File: config.mk
export PLATFORM = sky130hd
export DESIGN_NAME = prefix_add_pipe
export DESIGN_NICKNAME = d
export VERILOG_FILES = /design/src/rtl/prefix_add_pipe.sv
export SDC_FILE = /design/constraint.sdc
export NUM_CORES = 1
export LEC_CHECK = 0
export ABC_AREA = 1
export CAP_MARGIN = 20
export CORE_MARGIN = 8
export CORE_UTILIZATION = 54
export CTS_CLUSTER_DIAMETER = 120
export DETAILED_ROUTE_END_ITERATION = 12
export PLACE_DENSITY_LB_ADDON = 0.08
export SETUP_SLACK_MARGIN = 0.1
export SLEW_MARGIN = 10
export SYNTH_ARGS = -nofsm -noshare
export SYNTH_HDL_FRONTEND = slang
export SYNTH_SLANG_ARGS = --single-unit
File: constraint.sdc
create_clock -name clk -period 14.55 [get_ports clk]
set_clock_uncertainty 0.1 [all_clocks]
set_input_delay 2.1825 -clock clk [delete_from_list [all_inputs] [get_ports clk]]
set_output_delay 2.1825 -clock clk [all_outputs]
set_load 0.03 [all_outputs]
File: src/rtl/prefix_add_pipe.sv
// Pipelined Kogge-Stone adder/subtractor with valid/ready handshake and tag sideband.
// Zero/overflow flag outputs exist only when PREFIX_ADD_FLAGS_EN is defined.
module prefix_add_pipe #(
  parameter int WIDTH         = 64,
  parameter int LVL_PER_STAGE = 1,
  parameter int TAG_W         = 4
) (
  input  logic             clk,
  input  logic             reset,
  input  logic             in_valid,
  output logic             in_ready,
  input  logic [WIDTH-1:0] in_a,
  input  logic [WIDTH-1:0] in_b,
  input  logic             in_cin,
  input  logic             in_sub,
  input  logic [TAG_W-1:0] in_tag,
  output logic             out_valid,
  input  logic             out_ready,
  output logic [WIDTH-1:0] out_sum,
  output logic             out_cout,
  output logic [TAG_W-1:0] out_tag,
`ifdef PREFIX_ADD_FLAGS_EN
  output logic             out_zero,
  output logic             out_ovf,
`endif
  output logic             busy
);

  localparam int LEVELS = $clog2(WIDTH);
  localparam int NSTG   = (LEVELS + LVL_PER_STAGE - 1) / LVL_PER_STAGE;

  // Kogge-Stone levels lo..hi-1; returns {group generate, group propagate}.
  function automatic logic [2*WIDTH-1:0] ks_levels(input logic [WIDTH-1:0] g_in,
                                                   input logic [WIDTH-1:0] pg_in,
                                                   input int lo, input int hi);
    logic [WIDTH-1:0] g, pg, low;
    int span;
    g  = g_in;
    pg = pg_in;
    for (int k = 0; k < LEVELS; k++) begin
      if (k >= lo && k < hi) begin
        span = 1 << k;
        low  = (WIDTH'(1) << span) - WIDTH'(1);
        g    = g | (pg & (g << span));
        pg   = pg & ((pg << span) | low);
      end
    end
    return {g, pg};
  endfunction

  function automatic int lvl_hi(input int s);
    return (s * LVL_PER_STAGE < LEVELS) ? s * LVL_PER_STAGE : LEVELS;
  endfunction

  logic [WIDTH-1:0] r_g   [NSTG];
  logic [WIDTH-1:0] r_pg  [NSTG];
  logic [WIDTH-1:0] r_p   [NSTG];
  logic             r_cin [NSTG];
  logic [TAG_W-1:0] r_tag [NSTG];
  logic             r_vld [NSTG];
  logic             r_out_valid;
  logic [WIDTH-1:0] r_out_sum;
  logic             r_out_cout;
  logic [TAG_W-1:0] r_out_tag;

  logic [WIDTH-1:0] w_b_eff;
  logic             w_cin_eff;
  logic [WIDTH-1:0] w_g_nxt  [NSTG];
  logic [WIDTH-1:0] w_pg_nxt [NSTG];
  logic [WIDTH-1:0] w_fin_g;
  logic [WIDTH-1:0] w_sum;
  logic             w_cout;
  logic             w_advance;

  assign w_b_eff   = in_sub ? ~in_b : in_b;
  assign w_cin_eff = in_sub | in_cin;
  assign w_advance = !(r_out_valid && !out_ready);
  assign in_ready  = w_advance;

  // Carry-in is folded into bit 0 generate so the prefix tree yields carries directly.
  always_comb begin
    w_g_nxt[0]  = (in_a & w_b_eff) |
                  {{(WIDTH-1){1'b0}}, (in_a[0] ^ w_b_eff[0]) & w_cin_eff};
    w_pg_nxt[0] = in_a ^ w_b_eff;
    for (int s = 1; s < NSTG; s++) begin
      {w_g_nxt[s], w_pg_nxt[s]} = ks_levels(r_g[s-1], r_pg[s-1],
                                            (s-1) * LVL_PER_STAGE, lvl_hi(s));
    end
  end

  always_comb begin
    w_fin_g = WIDTH'(ks_levels(r_g[NSTG-1], r_pg[NSTG-1],
                               (NSTG-1) * LVL_PER_STAGE, LEVELS) >> WIDTH);
    w_sum   = r_p[NSTG-1] ^ {w_fin_g[WIDTH-2:0], r_cin[NSTG-1]};
    w_cout  = w_fin_g[WIDTH-1];
  end

`ifdef PREFIX_ADD_FLAGS_EN
  logic r_amsb [NSTG];
  logic r_bmsb [NSTG];
  logic r_out_zero;
  logic r_out_ovf;

  always_ff @(posedge clk) begin
    if (!reset) begin
      r_out_zero <= 1'b0;
      r_out_ovf  <= 1'b0;
    end else if (w_advance) begin
      r_amsb[0]  <= in_a[WIDTH-1];
      r_bmsb[0]  <= w_b_eff[WIDTH-1];
      for (int s = 1; s < NSTG; s++) begin
        r_amsb[s] <= r_amsb[s-1];
        r_bmsb[s] <= r_bmsb[s-1];
      end
      r_out_zero <= (w_sum == '0);
      r_out_ovf  <= (r_amsb[NSTG-1] == r_bmsb[NSTG-1]) &&
                    (w_sum[WIDTH-1] != r_amsb[NSTG-1]);
    end
  end

  assign out_zero = r_out_zero;
  assign out_ovf  = r_out_ovf;
`endif

  always_ff @(posedge clk) begin
    if (!reset) begin
      for (int s = 0; s < NSTG; s++) r_vld[s] <= 1'b0;
      r_out_valid <= 1'b0;
      r_out_sum   <= '0;
      r_out_cout  <= 1'b0;
      r_out_tag   <= '0;
    end else if (w_advance) begin
      r_vld[0] <= in_valid;
      r_cin[0] <= w_cin_eff;
      r_tag[0] <= in_tag;
      r_p[0]   <= w_pg_nxt[0];
      for (int s = 0; s < NSTG; s++) begin
        r_g[s]  <= w_g_nxt[s];
        r_pg[s] <= w_pg_nxt[s];
      end
      for (int s = 1; s < NSTG; s++) begin
        r_vld[s] <= r_vld[s-1];
        r_cin[s] <= r_cin[s-1];
        r_tag[s] <= r_tag[s-1];
        r_p[s]   <= r_p[s-1];
      end
      r_out_valid <= r_vld[NSTG-1];
      r_out_sum   <= w_sum;
      r_out_cout  <= w_cout;
      r_out_tag   <= r_tag[NSTG-1];
    end
  end

  always_comb begin
    busy = r_out_valid;
    for (int s = 0; s < NSTG; s++) busy = busy | r_vld[s];
  end

  assign out_valid = r_out_valid;
  assign out_sum   = r_out_sum;
  assign out_cout  = r_out_cout;
  assign out_tag   = r_out_tag;

endmodule
==> impl_results.md <==
* Port Buffer Count at between 200 and 250
* Cell depth of the worst hold path at 0
* Number of CTS-inserted buffers at 110
* Number of buffers and inverters on the critical path at 3
* Relative slew slack at a little under a quarter
* Insertion delay to the later sink of the worst-skew pair at between 600 and 700 ps
* Final WL at a little under 80000 um
* Fraction of the cycle the final worst path needs at between 30% and 40%
* Clock tree from TritonCTS: yes
* Worst R2R Setup Slack at about 11000 ps
* Most repeated cell in the gate-level netlist after synthesis: sky130_fd_sc_hd__edfxtp_1
* Tightest Pin Transition at between 1000 and 1500 ps
* Max stage delay on crit path at around 700 ps
* HPWL reported at the end of detailed placement at between 50000 and 60000 um
* Wire length of the first global-routing pass at roughly 120000 um
* Final critical path time including I/O delays and setup at between 5000 and 6000 ps
* Post-synth design cell area at 40700 um^2
* Maximum number of pins on one net before global-route repair at about 200
* Worst slack, placed at around 8500 ps
* Data required time of the worst path at 12270 ps
* Worst EP arrival at between 3000 and 4000 ps
* Warning count from the yosys run at 0
* Ys async rst share at 0%
* Maximum operating frequency at approximately 170 MHz
* Cell depth of the worst setup path at 4
* Via count normalized by instance count at ~5
* Number of antenna violations at the first check in global routing at 7
* Total of max-cap violations at 0
* Total negative slack at 0 ps
* Cell with the most instances on the worst path: sky130_fd_sc_hd__clkdlybuf4s50_1
* Top fanout value on the critical path at 3
* Die Ht at around 290 um
* Number of filler cells placed in the layout at 5360
* CTS Root Cell: sky130_fd_sc_hd__clkbuf_16
* Leading cell types by count after synthesis: sky130_fd_sc_hd__edfxtp_1, sky130_fd_sc_hd__nand2_1, sky130_fd_sc_hd__inv_1, sky130_fd_sc_hd__a21o_1, sky130_fd_sc_hd__dfxtp_1
* Post-Syn Area per Cell at between 15 and 20 um^2
* RSZ-0062 raised after global routing: no
* Multi-input logic area at 6150 um^2
* Number of placed I/O pins at 210
* Global route total overflow at 0
* Critical path type: in -> out
* Flops & latches, synth at ~1100
* Post-synthesis sequential area ratio at around four fifths
* Layout overhead on the synthesized area at 16.8%
* Number of flops mapped to enable cells by yosys at 1057
* Layout cell share with drive strength beyond 1 at 6.02%
* Clock Pin Slew Worst Setup and Hold Paths at approximately 60 ps
* Max-slew violation count at 0
* Drt first-iter violations at between 2000 and 2500
* Result of the run: completed
* Static leakage at about 20 nW
* Top-area cell type share of the netlist area at about 80%
* Pwr per Cell Area at between 100 and 150 nW/um^2
* Largest vdd supply drop at approximately 100 uV
* Critical Path Source Type: input pin
* Slowest library cell on the worst path: sky130_fd_sc_hd__clkdlybuf4s50_1
* Clk buf depth at 3
* Post-synthesis cell type with the largest combined area: sky130_fd_sc_hd__edfxtp_1
* Fin nets at 3031
* Total number of vias at a little under 20000
* Synth Flop Type: sky130_fd_sc_hd__edfxtp_1
* Logic depth of the worst register-to-register path at 4
* Crit path max-delay family: buffers and inverters
* Setup-failing EPs final at 0
* Weighted congestion reported at the end of routability-driven placement at ~0.84
* Synthesized instance count at 2517
* Number of levels in the clock H-tree at 3
* Full die area at around 84000 um^2
* Number of different library cells in the post-synthesis netlist at 24
* Least setup slack across all paths after layout at 8760 ps
* Sequential standard cell area at 33200 um^2
* Clock Sink Count at approximately 1100
* Number of global-route vias before repair at ~20000
* Post-cts resize count at 0
* Synthesized netlist net count at ~2700
* Wire length per cell at between 15 and 20 um
* Worst hold path class: reg -> reg
* Global router's overall resource usage at about 18%
* Post-detailed-route count of antenna-violating nets at 0
* Synth top area cells: sky130_fd_sc_hd__edfxtp_1, sky130_fd_sc_hd__a21o_1, sky130_fd_sc_hd__nand2_1
* Final hold violation count at 0
* Number of design rule violations left after detail routing at 0
* Drt first pass iters at 5
* Series of cell instances along the critical path: clkdlybuf4s50_1, inv_1, nand2_2, clkdlybuf4s50_1
* Core Rows at 100
* Critical Path End Type: primary output
* Core region area at about 75000 um^2
* Number of post-CTS setup repair buffers at 0
* Post-CTS Hold Fix Bufs at 0
* Starting density of the core at 54.6%
* Die W at slightly below 300 um
-- cells in the final DEF, fill, tap and decap left out, drive strengths merged --
cell type,synthesis,routed
inv,331,337
a21o,285,285
nand4,1,1
ha,64,64
nor3,1,1
edfxtp,1057,1057
clkdlybuf4s50,0,208
xor2,64,64
bufinv,0,5
clkinvlp,0,1
clkbuf,3,152
or2,1,1
clkinv,0,44
nand2,478,478
dfxtp,75,75
nor2,3,3
nand3,62,62
buf,18,13
diode,0,1
o21ai,39,39
a21oi,2,2
xnor2,33,33
-- final timing paths --
check | endpoint | start
min | r_p[3][21]$_DFFE_PP_ | r_p[2][21]$_DFFE_PP_
min reg2reg | r_p[3][21]$_DFFE_PP_ | r_p[2][21]$_DFFE_PP_
max reg2reg | r_g[3][36]$_DFFE_PP_ | out_valid$_SDFFE_PN0N_
max | in_ready | out_ready
-- power breakdown --
group | total [mW] | leakage [nW] | internal, mW | switching (mW)
Clock | 2.70 | 1.71 | 1.54 | 1.16
Combinational | 0.349 | 7.14 | 0.153 | 0.196
Sequential | 4.02 | 11.0 | 3.86 | 0.165
Total | 7.07 | 19.8 | 5.55 | 1.52
-- per-layer routing --
| metal | wire [um] | vias up | global-route usage (%) | share of wire [%] |
|---|---|---|---|---|
| li1 | - | 9510 | - | - |
| met1 | 34500 | 9637 | 24.8 | 45 |
| met2 | 36900 | 468 | 29.2 | 48 |
| met3 | 3970 | 107 | 3.31 | 5.2 |
| met4 | 1490 | 0 | 4.56 | 1.9 |
| met5 | 0 | - | 0 | 0 |
-- state kept, by name, indices dropped and copies added (netlist names) --
name	flops
r_g	384
r_pg	326
r_p	316
out_sum	64
r_tag	24
r_cin	6
r_vld	6
out_tag	4
out_cout	1
out_valid	1
-- layout make-up --
cell class / instances / share of cell area, %
clock inverter: 56 / 0.957
clock buffer: 152 / 6.35
sequential: 1132 / 69.9
timing repair buffer: 221 / 4.73
multi-input combinational: 1033 / 12.9
antenna: 1 / 0.00526
inverter: 331 / 2.61
tap: 969 / 2.55
-- cells by family after synthesis --
family	Yosys count	share of synthesized area [%]
DFF	1132	81.6
adders and majority gates	64	1.97
xor gates and xnor gates	97	2.09
and+or+nand+nor	546	5.26
AOI/OAI and AO/OA	326	5.76
buffers and inverters	352	3.32
-- stage by stage --
stage	instances	cell area, um^2	util [%]	power, mW	hold WS [ps]
final	3895	47600	63.8	7.07	312
after global routing	3894	47600	63.8	7.32	315
after CTS	3893	47500	63.8	7.15	314
after detailed placement	3685	44100	59.1	4.44	305
after global placement	3685	44100	59.1	4.43	300
after floorplan	2517	40700	-	4.26	300
-- worst register-to-register path, stage by stage, from the launching register on --
cell	delay, ps
sky130_fd_sc_hd__dfxtp_1	370
sky130_fd_sc_hd__a21oi_4	180
sky130_fd_sc_hd__buf_4	720
sky130_fd_sc_hd__buf_12	750
sky130_fd_sc_hd__buf_4	1160
(Power assumes the default switching activity.)
